[config.mk]
export PLATFORM = sky130hd
export DESIGN_NAME = touch_adc_responder
export DESIGN_NICKNAME = d
export VERILOG_FILES = /design/src/rtl/touch_adc_responder.sv
export SDC_FILE = /design/constraint.sdc
export NUM_CORES = 1
export LEC_CHECK = 0
export CORE_MARGIN = 2
export CORE_UTILIZATION = 30
export CTS_BUF_LIST = sky130_fd_sc_hd__clkbuf_8
export DETAILED_ROUTE_END_ITERATION = 16
export HOLD_SLACK_MARGIN = 0.12
export PLACE_DENSITY_LB_ADDON = 0.25
export SLEW_MARGIN = 10
export SYNTH_ARGS = -nofsm -noshare
export SYNTH_HDL_FRONTEND = slang
export SYNTH_SLANG_ARGS = --single-unit
[constraint.sdc]
create_clock -name CLK -period 3 [get_ports CLK]
set_input_delay 0.6 -clock CLK [delete_from_list [all_inputs] [get_ports CLK]]
set_output_delay 0.6 -clock CLK [all_outputs]
set_load 0.02 [all_outputs]
[src/rtl/touch_adc_responder.sv]
// ============================================================================
//  Module      : touch_adc_responder
//  Description : Device-side model of the resistive-touch ADC serial port.
//                Decodes the control byte on ADC_DIN and returns X/Y values
//                on ADC_DOUT, with BUSY and pen interrupt.
//                Optional macro: TOUCH_ADC_8BIT_MODE_EN (honours MODE=1 as
//                an 8-bit conversion returning snapshot[11:4]).
//  Revision    : 1.0  initial release
// ============================================================================
`default_nettype none

module touch_adc_responder #(
    parameter logic [2:0] X_CH = 3'b101,
    parameter logic [2:0] Y_CH = 3'b001
) (
    input  logic        CLK,
    input  logic        RST_n,
    input  logic        ADC_DCLK,
    input  logic        SCEN,
    input  logic        ADC_DIN,
    input  logic        TOUCH,
    input  logic [11:0] X_VALUE,
    input  logic [11:0] Y_VALUE,
    output logic        ADC_DOUT,
    output logic        ADC_BUSY,
    output logic        ADC_PENIRQ_n
);

    typedef enum logic [2:0] {
        S_IDLE = 3'd0,
        S_CMD  = 3'd1,
        S_BUSY = 3'd2,
        S_DATA = 3'd3,
        S_TAIL = 3'd4
    } state_t;

    // Pin synchronizers; "prev" holds the last synchronized DCLK/SCEN for edge detection.
    logic dclk_s1_q, dclk_s2_q, dclk_prev_q;
    logic scen_s1_q, scen_s2_q, scen_prev_q;
    logic din_s1_q, din_s2_q;

    always_ff @(posedge CLK or negedge RST_n) begin
        if (!RST_n) begin
            dclk_s1_q   <= 1'b0;
            dclk_s2_q   <= 1'b0;
            dclk_prev_q <= 1'b0;
            scen_s1_q   <= 1'b1;
            scen_s2_q   <= 1'b1;
            scen_prev_q <= 1'b1;
            din_s1_q    <= 1'b0;
            din_s2_q    <= 1'b0;
        end else begin
            dclk_s1_q   <= ADC_DCLK;
            dclk_s2_q   <= dclk_s1_q;
            dclk_prev_q <= dclk_s2_q;
            scen_s1_q   <= SCEN;
            scen_s2_q   <= scen_s1_q;
            scen_prev_q <= scen_s2_q;
            din_s1_q    <= ADC_DIN;
            din_s2_q    <= din_s1_q;
        end
    end

    logic dclk_rise, dclk_fall, scen_fall;
    assign dclk_rise = dclk_s2_q & ~dclk_prev_q;
    assign dclk_fall = ~dclk_s2_q & dclk_prev_q;
    assign scen_fall = ~scen_s2_q & scen_prev_q;

    state_t      state_q, state_d;
    logic        started_q, started_d;
    logic        cmd_done_q, cmd_done_d;
    logic [2:0]  cmd_cnt_q, cmd_cnt_d;
    logic [2:0]  chan_q, chan_d;
    logic [11:0] shift_q, shift_d;
    logic [3:0]  data_cnt_q, data_cnt_d;
    logic        dout_q, dout_d;
    logic        busy_q, busy_d;
    logic        penirq_q, penirq_d;
    logic [3:0]  last_idx;

`ifdef TOUCH_ADC_8BIT_MODE_EN
    logic mode_q, mode_d;
    assign last_idx = mode_q ? 4'd7 : 4'd11;
`else
    assign last_idx = 4'd11;
`endif

    always_ff @(posedge CLK or negedge RST_n) begin
        if (!RST_n) begin
            state_q    <= S_IDLE;
            started_q  <= 1'b0;
            cmd_done_q <= 1'b0;
            cmd_cnt_q  <= 3'd0;
            chan_q     <= 3'd0;
            shift_q    <= 12'h000;
            data_cnt_q <= 4'd0;
            dout_q     <= 1'b0;
            busy_q     <= 1'b0;
            penirq_q   <= 1'b1;
`ifdef TOUCH_ADC_8BIT_MODE_EN
            mode_q     <= 1'b0;
`endif
        end else begin
            state_q    <= state_d;
            started_q  <= started_d;
            cmd_done_q <= cmd_done_d;
            cmd_cnt_q  <= cmd_cnt_d;
            chan_q     <= chan_d;
            shift_q    <= shift_d;
            data_cnt_q <= data_cnt_d;
            dout_q     <= dout_d;
            busy_q     <= busy_d;
            penirq_q   <= penirq_d;
`ifdef TOUCH_ADC_8BIT_MODE_EN
            mode_q     <= mode_d;
`endif
        end
    end

    always_comb begin
        state_d    = state_q;
        started_d  = started_q;
        cmd_done_d = cmd_done_q;
        cmd_cnt_d  = cmd_cnt_q;
        chan_d     = chan_q;
        shift_d    = shift_q;
        data_cnt_d = data_cnt_q;
        dout_d     = dout_q;
        busy_d     = busy_q;
        penirq_d   = scen_s2_q ? ~TOUCH : 1'b1;
`ifdef TOUCH_ADC_8BIT_MODE_EN
        mode_d     = mode_q;
`endif

        // A deasserted chip select overrides any DCLK edge seen in the same cycle.
        if (scen_s2_q) begin
            state_d    = S_IDLE;
            started_d  = 1'b0;
            cmd_done_d = 1'b0;
            cmd_cnt_d  = 3'd0;
            chan_d     = 3'd0;
            shift_d    = 12'h000;
            data_cnt_d = 4'd0;
            dout_d     = 1'b0;
            busy_d     = 1'b0;
        end else begin
            case (state_q)
                S_IDLE: begin
                    dout_d = 1'b0;
                    busy_d = 1'b0;
                    if (scen_fall) begin
                        state_d = S_CMD;
                    end
                end

                S_CMD: begin
                    if (dclk_rise && !cmd_done_q) begin
                        if (!started_q) begin
                            started_d = din_s2_q;
                        end else begin
                            if (cmd_cnt_q < 3'd3) begin
                                chan_d = {chan_q[1:0], din_s2_q};
                            end
`ifdef TOUCH_ADC_8BIT_MODE_EN
                            if (cmd_cnt_q == 3'd3) begin
                                mode_d = din_s2_q;
                            end
`endif
                            if (cmd_cnt_q == 3'd6) begin
                                cmd_done_d = 1'b1;
                                if (chan_q == X_CH) begin
                                    shift_d = X_VALUE;
                                end else if (chan_q == Y_CH) begin
                                    shift_d = Y_VALUE;
                                end else begin
                                    shift_d = 12'h000;
                                end
                            end else begin
                                cmd_cnt_d = cmd_cnt_q + 3'd1;
                            end
                        end
                    end else if (dclk_fall && cmd_done_q) begin
                        state_d = S_BUSY;
                        busy_d  = 1'b1;
                        dout_d  = 1'b0;
                    end
                end

                S_BUSY: begin
                    if (dclk_fall) begin
                        state_d    = S_DATA;
                        busy_d     = 1'b0;
                        dout_d     = shift_q[11];
                        shift_d    = {shift_q[10:0], 1'b0};
                        data_cnt_d = 4'd0;
                    end
                end

                S_DATA: begin
                    if (dclk_fall) begin
                        if (data_cnt_q == last_idx) begin
                            state_d = S_TAIL;
                            dout_d  = 1'b0;
                        end else begin
                            dout_d     = shift_q[11];
                            shift_d    = {shift_q[10:0], 1'b0};
                            data_cnt_d = data_cnt_q + 4'd1;
                        end
                    end
                end

                S_TAIL: begin
                    dout_d = 1'b0;
                    busy_d = 1'b0;
                end

                default: begin
                    state_d = S_IDLE;
                    dout_d  = 1'b0;
                    busy_d  = 1'b0;
                end
            endcase
        end
    end

    assign ADC_DOUT     = dout_q;
    assign ADC_BUSY     = busy_q;
    assign ADC_PENIRQ_n = penirq_q;

endmodule

`default_nettype wire

== Word-level counts from Yosys, hierarchy flattened ==
Index checks and enable logic that the tools add are counted.

* Bits of input ports: 30
* Output and inout bits: 3
* Bits in registers: 38
* Logic and storage cells: 124

* Mux-type cells: 55
* Equality and inequality tests: 21
* Add/sub/neg operators: 2
* Bitwise gates (word level): 7
* Reductions and logical operators: 20
* Magnitude comparators: 1

{| class="wikitable"
|+ Operators with widths
! kind !! count
|-
| 12-bit two-way mux || 9
|-
| 3-bit two-way mux || 17
|-
| 12-bit one-hot mux with 3 select lines || 1
|-
| 3-bit != test, second input constant || 10
|-
| 4-bit AND reduction || 6
|-
| 1-bit two-way mux || 20
|-
| 4-bit two-way mux || 4
|-
| 3-bit one-hot mux with 5 select lines || 1
|-
| 7-bit AND reduction || 2
|-
| 2-bit nonzero test || 5
|-
| 3-bit == test, second input constant || 3
|-
| 4-bit one-hot mux with 2 select lines || 1
|-
| 3-bit by 1-bit == test with 1-bit output, second input constant || 2
|-
| 3-bit by 2-bit == test with 1-bit output, second input constant || 2
|-
| 2-bit != test, second input constant || 3
|-
| 1-bit one-hot mux with 3 select lines || 2
|-
| 4-bit by 1-bit adder with 4-bit output, second input constant || 1
|-
| 4-bit == test, second input constant || 1
|-
| 1-bit NOT || 4
|-
| 4-bit nonzero test || 1
|-
| 3-bit by 1-bit adder with 3-bit output, second input constant || 1
|-
| 1-bit bitwise AND || 3
|-
| 3-bit logical NOT || 1
|-
| 3-bit by 2-bit less-than comparator with 1-bit output, second input constant || 1
|-
| 4 further kinds || 5
|}

== Longest topological paths before layout ==
Gate-level depths: netlist (run 1).

* Depth in word-level cells: 8
* Gate-level depth with buffers: 6
* Gate-level depth less buffers: 6

== Least setup slack after synthesis (run 1) ==
No wires, ideal clock.

* Kind: register to register
* From: reg state_q[1]
* To: reg shift_q[10]
* Path buffers: 1
* Stages on the path, launching flop included: 6
* Setup slack: 1322 ps
* Arrival: 1557 ps
* Setup time: 121 ps
* Period minus slack after synthesis: 1678 ps
* Data required time: 2879 ps
* Cells stage by stage: dfrtp_1 nor4b_4 nand4_2 a22o_1 buf_6 a22o_1

* Cells in the longest elaborated chain, start to end: 3
* Elaborated cells between the ends (all ways): 13
* Classes of those cells: 9 x eq/ne; 2 x mux; 2 x reduce/logical

{| class="wikitable"
|+ RTL lines
! what !! RTL line !! RTL
|-
| start: declaration || 69 || <nowiki>state_t state_q, state_d;</nowiki>
|-
| start signal: assignment || 104 || <nowiki>state_q <= state_d;</nowiki>
|-
| 3-bit by 2-bit == test with 1-bit output or 3-bit by 1-bit == test with 1-bit output (tied branches) || 147 || <nowiki>case (state_q)</nowiki>
|-
| 3-bit != test (no line) (tied with other cells) || -- ||
|-
| 7-bit AND reduction (no line) or 12-bit two-way mux (tied branches) || -- ||
|-
| end signal: assignment || 109 || <nowiki>shift_q <= shift_d;</nowiki>
|-
| end: declaration || 74 || <nowiki>logic [11:0] shift_q, shift_d;</nowiki>
|}

Parallel ways exist; a longest one is shown, timed or not.
A chain may end at the register's enable or synchronous reset.

== Worst setup path in the final report (run 1) ==
* From: reg state_q[1]
* To: reg shift_q[11]

The elaborated chain is that of the path after synthesis.

==> parameters.txt, run 1 <==
Parameter                              Value

Synth
  Count of state elements after synthesis ... 38
  Net count after synthesis ... 216
  Netlist area before placement ... 1930 µm²
  Syn. warnings ... 0
  Flip-flop cell with the highest count after synthesis ... sky130_fd_sc_hd__dfrtp_1
  Synth area leaders ... sky130_fd_sc_hd__dfrtp_1, sky130_fd_sc_hd__mux2i_1, sky130_fd_sc_hd__a22o_1
  Post-Syn Instances ... 183
  Fraction of synthesized cell area taken by the top area cell type ... 44.0%
  Proportion of register bits with asynchronous set or reset after synthesis ... 100%
  Count of cell types in the netlist ... 43
  Top cell type by total area after synthesis ... sky130_fd_sc_hd__dfrtp_1
  Sequential-to-total area share from yosys stat ... 49.5%
  Number of enable flip-flop cells after synthesis ... 0
  Avg Synthesized Cell Area ... approximately 11 µm²

Setup path
  End of the worst register-to-register path ... shift_q[11]$_DFFE_PN0P_
  R2r setup slk ... 990 ps
  Data arrival at the endpoint of the critical path ... 2190 ps
  Maximum fanout count along the critical path ... 14
  Crit end category ... register
  Data required time at the worst endpoint ... 3180 ps
  Type of the worst setup path ... register to register
  Category of the worst setup path launch point ... register
  Worst Reg-to-Reg Cells ... 4
  Crit Reg-Reg Startpoint ... state_q[1]$_DFFE_PN0P_

CTS
  Clock transition at the registers of the reported paths ... 70 ps
  H-tree lvl count ... 2
  Cts bufs inserted ... 5
  Clock tree from TritonCTS ... yes
  Insertion delay to the later sink of the worst-skew pair ... ~290 ps
  Hold buffer count at CTS ... 0
  PostCTS Resize Cnt ... 0
  Sinks on the clock net ... 38
  Post CTS Setup Buffer Count ... 0
  CTS Buffer Depth ... 2
  Clock root cell ... sky130_fd_sc_hd__clkbuf_8

Drt
  First-pass DRT Iterations ... 4
  WL/cell ... roughly 13 µm
  Routed WL ... 3850 µm
  Vias ... approximately 1500
  Drt drc ... 0
  Antenna violation net count after detailed routing ... 0
  Detailed router's first-iteration violation count ... 46
  Vias per cell ... ~5

Power and ir drop
  Switching power ... 264 µW
  Maximum VDD drop ... around 0.28 mV
  Share of total power in sequential cells ... 49.4%
  Sw frac ... between 20% and 30%
  Share of total power in combinational logic ... 11.9%
  Internal ... roughly 830 µW
  Pleak ... about 1 nW
  Tot Pwr ... 1.10 mW
  Clock power share ... 38.6%
  Power density over cell area ... 454 nW/µm²

Global routing
  Number of antenna violations at the first check in global routing ... 0
  Maximum number of pins on one net before global-route repair ... 39
  First-pass GRT wire length ... 6980 µm
  GRT Overall Usage ... about an eighth
  Number of global-route vias before repair ... 1490
  Overflow left after global routing ... 0

Place
  Post-placement cell count ... 284
  Number of port buffers ... 32
  Routability Congestion ... between 0.7 and 0.8
  Detailed placement HPWL ... 2650 µm
  Post-Place Worst Slack ... about 1000 ps
  Standard cell area after detailed placement ... 2310 µm²

Layout
  Utilization after layout ... 38.5%
  Number of non-filler instances in the completed layout ... 292
  Ant diodes ... 0
  # fillers ... about 630
  Fraction of final layout cells with drive strength greater than 1 ... 9.30%
  Layout overhead on the synthesized area ... 25.1%
  Area of all placed cells without fillers ... 2420 µm²
  Net count reported at finish ... ~250

Worst hold path
  Hold Path End ... dclk_s2_q$_DFF_PN0_
  Cell depth of the worst hold path ... 0
  Hold Crit Start ... dclk_s1_q$_DFF_PN0_
  Worst hold-check path type ... register to register

Timing
  Final Cycle Share ... 67.1%
  Worst slew slack as a fraction of its limit ... 44.1%
  Unrepaired setup endpoints after global routing ... no
  Hold Vio Cnt, Final ... 0
  Highest Clock Rate ... 497 MHz
  Setup_tns ... 0 ps
  Tightest Pin Transition ... 838 ps
  Total setup violations reported at the end of the flow ... 0
  Number of pins exceeding their max-slew limit in the final report ... 0
  Shortest period the worst path allows ... 2010 ps
  Final hold slack ... 350 ps
  Max Clock Skew ... 1.99 ps
  Worst Slack Setup Final ... 987 ps

Die
  Core area ... 6280 µm²
  Placement row count ... 29
  Overall die height ... 84.2 µm
  Die Footprint ... 7100 µm²
  Die X ... around 84 µm
  Starting density of the core ... between 30% and 40%
  Ports ... 33

Job
  Max-capacitance violation count ... 0

Status
  Run status ... finished clean
==> cells in the final DEF (no fill, tap or decap), drive strengths merged, types with 2 or more instances in the layout <==
cell and instances:
a211oi 2, a21oi 7, a22o 13, and3b 3, buf 3, clkbuf 5
clkdlybuf4s50 31, clkinv 2, dfrtp 34, dfstp 4, ha 3, inv 4
mux2 2, mux2i 16, nand2 17, nand2b 3, nand3 4, nand4 3
nor2 11, nor2b 5, nor4 2, o21ai 17, o21bai 4, or2 2
==> layout make-up <==
type	instances	area, µm²	area share (%)
Multi-Input combinational cell	131	911	37.7
Clock inverter	3	40.0	1.66
Sequential cell	38	956	39.5
Inverter	4	15.0	0.621
Tap cell	77	96.3	3.99
Timing Repair Buffer	34	330	13.7
Clock buffer	5	68.8	2.85
==> registers in the layout (all words and copies together) (netlist names) <==
signal,count
scen_prev_q,1
ADC_BUSY,1
shift_q,12
state_q,3
started_q,1
din_s2_q,1
ADC_PENIRQ_n,1
dclk_s2_q,1
scen_s2_q,1
chan_q,3
din_s1_q,1
scen_s1_q,1
dclk_s1_q,1
ADC_DOUT,1
data_cnt_q,4
cmd_cnt_q,3
dclk_prev_q,1
cmd_done_q,1
==> layer usage <==
metal / track usage, % / routed length [µm]
met1: 16.5 / 1880
met2: 18.0 / 1730
met3: 4.03 / 186
met4: 4.11 / 53
met5: 0 / 0
==> cell families after synthesis <==
family | after synthesis | share of synthesized area, %
buf+inv | 14 | 3.37
simple gates | 57 | 16.6
compound gates | 51 | 18.3
flops | 38 | 49.5
fa+ha+maj | 3 | 1.94
mux | 18 | 9.46
xor+xnor | 2 | 0.907
==> power by group through the flow <==
| stage | logic, mW | clock network, mW | registers, mW |
|---|---|---|---|
| after floorplan | 0.0821 | 0 | 0.541 |
| after global placement | 0.134 | 0 | 0.553 |
| after detailed placement | 0.133 | 0 | 0.553 |
| after CTS | 0.133 | 0.440 | 0.543 |
| after global routing | 0.148 | 0.462 | 0.546 |
| final | 0.131 | 0.424 | 0.543 |
==> Yosys cell counts, types with 2 or more instances <==
master / number
sky130_fd_sc_hd__dfrtp_1: 34
sky130_fd_sc_hd__nand2_1: 17
sky130_fd_sc_hd__o21ai_0: 17
sky130_fd_sc_hd__mux2i_1: 16
sky130_fd_sc_hd__a22o_1: 13
sky130_fd_sc_hd__nor2_1: 11
sky130_fd_sc_hd__a21oi_1: 7
sky130_fd_sc_hd__clkbuf_1: 5
sky130_fd_sc_hd__nor2b_1: 5
sky130_fd_sc_hd__buf_2: 4
sky130_fd_sc_hd__dfstp_2: 4
sky130_fd_sc_hd__inv_1: 4
sky130_fd_sc_hd__nand3_1: 4
sky130_fd_sc_hd__o21bai_1: 4
sky130_fd_sc_hd__and3b_1: 3
sky130_fd_sc_hd__ha_1: 3
sky130_fd_sc_hd__nand2b_1: 3
sky130_fd_sc_hd__mux2_2: 2
sky130_fd_sc_hd__nand4_1: 2
sky130_fd_sc_hd__nor4_1: 2
==> worst max-delay path by stage <==
stage                           start                       to  slack [ps]  cells after the start
3_3_place_gp   state_q[1]$_DFFE_PN0P_   shift_q[6]$_DFFE_PN0P_        1040                      4
2_1_floorplan  state_q[1]$_DFFE_PN0P_  shift_q[10]$_DFFE_PN0P_        1320                      5
4_1_cts        ADC_PENIRQ_n$_DFF_PN1_             ADC_PENIRQ_n         980                      1
6_report       state_q[1]$_DFFE_PN0P_  shift_q[11]$_DFFE_PN0P_         990                      4
3_5_place_dp   state_q[1]$_DFFE_PN0P_   shift_q[9]$_DFFE_PN0P_        1010                      4
5_1_grt        state_q[1]$_DFFE_PN0P_   shift_q[6]$_DFFE_PN0P_         830                      4
==> worst max-delay path, stage by stage, from the launching register on <==
cell                      delay (ps)
sky130_fd_sc_hd__dfrtp_1         560
sky130_fd_sc_hd__nor4b_4         480
sky130_fd_sc_hd__nand4_2         190
sky130_fd_sc_hd__a22o_1          380
sky130_fd_sc_hd__a22o_1          290
Note: power is estimated with default switching activity, not from simulation.
==> run 2: changes to the inputs <==
clock period = 1.8 ns   (was 3 ns; I/O delays follow)
==> parameters.txt, run 2 (synthesized netlist as in run 1, its figures left out) <==
Parameter                              Value

Status
  Run status ... finished clean

Layout
  Register name with the most flops ... shift_q
  Ant diodes ... 0 (unchanged)
  Layout overhead on the synthesized area ... 32.6%
  # fillers ... 608 (-3.6%)
  Top library cells by usage in the layout, fill and taps aside ... sky130_fd_sc_hd__dfrtp_1, sky130_fd_sc_hd__clkdlybuf4s50_1, sky130_fd_sc_hd__nand2_1, sky130_fd_sc_hd__o21ai_0, sky130_fd_sc_hd__mux2i_1
  Number of flip-flops under the largest register name ... 12 (unchanged)
  Utilization after layout ... 40.8% (+2.3 points)
  Area of all placed cells without fillers ... 2560 µm² (+6.0%)
  Net count reported at finish ... 263 (+6.5%)
  Fraction of final layout cells with drive strength greater than 1 ... 16.5% (+7.1 points)
  Leading cell type in the layout, fill and taps excluded ... sky130_fd_sc_hd__dfrtp_1
  Leading registers by flop count ... shift_q: 12 flops, data_cnt_q: 4 flops

Global routing
  Overflow left after global routing ... 0 (unchanged)
  Maximum number of pins on one net before global-route repair ... 21 (-46%)
  First-pass GRT wire length ... 6980 µm (unchanged)
  Number of antenna violations at the first check in global routing ... 0 (unchanged)
  Number of global-route vias before repair ... 1457 (-2.2%)
  GRT Overall Usage ... 12.2% (+0.088 points)

Setup path
  Crit Reg-Reg Startpoint ... state_q[1]$_DFFE_PN0P_
  Category of the worst setup path launch point ... register
  Data required time at the worst endpoint ... 2030 ps (-1150 ps)
  End of the worst register-to-register path ... shift_q[0]$_DFFE_PN0P_
  Slowest-stage cell, CP ... sky130_fd_sc_hd__or3b_4
  Worst Setup SP ... state_q[1]$_DFFE_PN0P_
  Crit end category ... register
  Worst Reg-to-Reg Cells ... 5 (+1)
  Crit path cell chain ... buf_4, nor2b_2, or3b_4, nor4_1, a21o_1
  Stage delay of the slowest cell on the critical path ... 460 ps (-100 ps)
  R2r setup slk ... 120 ps (-870 ps)
  Last element of the critical path ... shift_q[0]$_DFFE_PN0P_
  Maximum fanout count along the critical path ... 12 (-2)
  Data arrival at the endpoint of the critical path ... 1920 ps (-270 ps)
  Type of the worst setup path ... register to register

CTS
  Clock tree from TritonCTS ... yes
  Cts bufs inserted ... 5 (unchanged)
  CTS Buffer Depth ... 2 (unchanged)
  Insertion delay to the later sink of the worst-skew pair ... 290 ps (about the same)
  Clock root cell ... sky130_fd_sc_hd__clkbuf_8
  Sinks on the clock net ... 38 (unchanged)
  Clock transition at the registers of the reported paths ... 80 ps (about the same)
  H-tree lvl count ... 2 (unchanged)
  Post CTS Setup Buffer Count ... 0 (unchanged)

Timing
  Final Cycle Share ... 93.6% (+27 points)
  Shortest period the worst path allows ... 1680 ps (-328 ps)
  Setup_tns ... 0 ps (unchanged)
  Total setup violations reported at the end of the flow ... 0 (unchanged)
  Hold Vio Cnt, Final ... 0 (unchanged)
  Worst slew slack as a fraction of its limit ... 65.4% (+21 points)
  Number of pins exceeding their max-slew limit in the final report ... 0 (unchanged)
  Unrepaired setup endpoints after global routing ... no
  Highest Clock Rate ... 594 MHz (+19%)
  Max Clock Skew ... 8.29 ps (+6.30 ps)
  Tightest Pin Transition ... 519 ps (-319 ps)

Power and ir drop
  Sw frac ... 25.5% (+1.5 points)
  Clock power share ... 33.9% (-4.7 points)
  Maximum VDD drop ... 0.354 mV (+27%)
  Switching power ... 457 µW (+73%)
  Pleak ... 1.11 nW (+8.2%)
  Share of total power in combinational logic ... 16.5% (+4.6 points)
  Share of total power in sequential cells ... 49.6% (+0.2 points)
  Tot Pwr ... 1.79 mW (+63%)
  Power density over cell area ... 700 nW/µm² (+54%)
  Internal ... 1.34 mW (+60%)

Place
  Detailed placement HPWL ... 3020 µm (+14%)
  Number of port buffers ... 32 (unchanged)
  Routability Congestion ... 0.758 (+2.9%)
  Standard cell area after detailed placement ... 2450 µm² (+6.0%)

Die
  Placement row count ... 29 (unchanged)
  Core area ... 6280 µm² (unchanged)
  Die Footprint ... 7100 µm² (unchanged)
  Ports ... 33 (unchanged)
  Die X ... 84.2 µm (unchanged)
  Starting density of the core ... 30.8% (unchanged)
  Overall die height ... 84.2 µm (unchanged)

Drt
  Drt drc ... 0 (unchanged)
  Antenna violation net count after detailed routing ... 0 (unchanged)
  WL/cell ... 13.2 µm (+0.38%)
  First-pass DRT Iterations ... 4 (unchanged)
  Routed WL ... 4070 µm (+5.9%)
  Vias per cell ... 4.97 (-0.93%)
  Vias ... 1532 (+4.5%)
  Detailed router's first-iteration violation count ... 67 (+46%)

Worst hold path
  Worst hold-check path type ... register to register

Job
  Max-capacitance violation count ... 0 (unchanged)
==> run 2: area by class of cell <==
| type | count | area, µm² | area share, % |
|---|---|---|---|
| repair buffers | 50 | 480 | 18.7 |
| clock buffers | 6 | 82.6 | 3.22 |
| clock inverters | 2 | 12.5 | 0.488 |
| flip-flops and latches | 38 | 956 | 37.3 |
| inverters | 4 | 15.0 | 0.586 |
| multi-input cells | 131 | 920 | 35.9 |
| well taps | 77 | 96.3 | 3.76 |
==> run 2: power by group through the flow <==
| stage | sequential, mW | combinational (mW) | clock (mW) |
|---|---|---|---|
| floorplan | 0.902 | 0.137 | 0 |
| global placement | 0.905 | 0.296 | 0 |
| detailed placement | 0.906 | 0.295 | 0 |
| CTS | 0.889 | 0.299 | 0.634 |
| global route | 0.892 | 0.326 | 0.675 |
| finish | 0.889 | 0.295 | 0.608 |
==> run 2: how the worst min path moves through the flow <==
stage	startpoint	end	slack, ps	depth (start not counted)
floorplan	RST_n	ADC_BUSY$_DFFE_PN0P_	60	0
global placement	din_s1_q$_DFF_PN0_	din_s2_q$_DFF_PN0_	330	0
detailed placement	din_s1_q$_DFF_PN0_	din_s2_q$_DFF_PN0_	330	0
CTS	din_s1_q$_DFF_PN0_	din_s2_q$_DFF_PN0_	350	0
global route	din_s1_q$_DFF_PN0_	din_s2_q$_DFF_PN0_	360	0
finish	din_s1_q$_DFF_PN0_	din_s2_q$_DFF_PN0_	350	0
==> run 2: layer usage <==
layer  routed length, µm  global-route usage [%]  vias to the layer above
met1                1980                    16.9                      744
met5                   0                       0                        -
met3                 178                    3.44                        2
met2                1890                    18.5                       28
li1                    -                       -                      758
met4                  23                    3.52                        0
==> run 2: metrics by stage <==
step	hold WS [ps]	setup WS, ps	std cells
2_1_floorplan	64.4	122	183
3_3_place_gp	331	-79.7	299
3_5_place_dp	335	-125	299
4_1_cts	353	8.68	308
5_1_grt	363	10.5	308
6_report	351	115	308
==> run 2: timing repair <==
| item | CTS | global route |
|---|---|---|
| gates cloned | 0 | 0 |
| resized for setup | 2 | 2 |
| hold buffers | 1 | 0 |
| setup endpoints to repair | 12 | 3 |
| endpoints found under the hold margin | 16 | 0 |
==> run 2: worst max-delay path, delay by kind of cell (launching register included) <==
| family | cells | cell delay, ps |
|---|---|---|
| and+or+nand+nor | 3 | 900 |
| DFF | 1 | 410 |
| AOI/OAI and AO/OA | 1 | 150 |
| buffers and inverters | 1 | 170 |
==> run 3: changes to the inputs <==
CTS_CLUSTER_SIZE = 24   (was not set)
==> results of run 3 <==
Same layout as run 2: the final DEF is identical, and so are final timing and power.
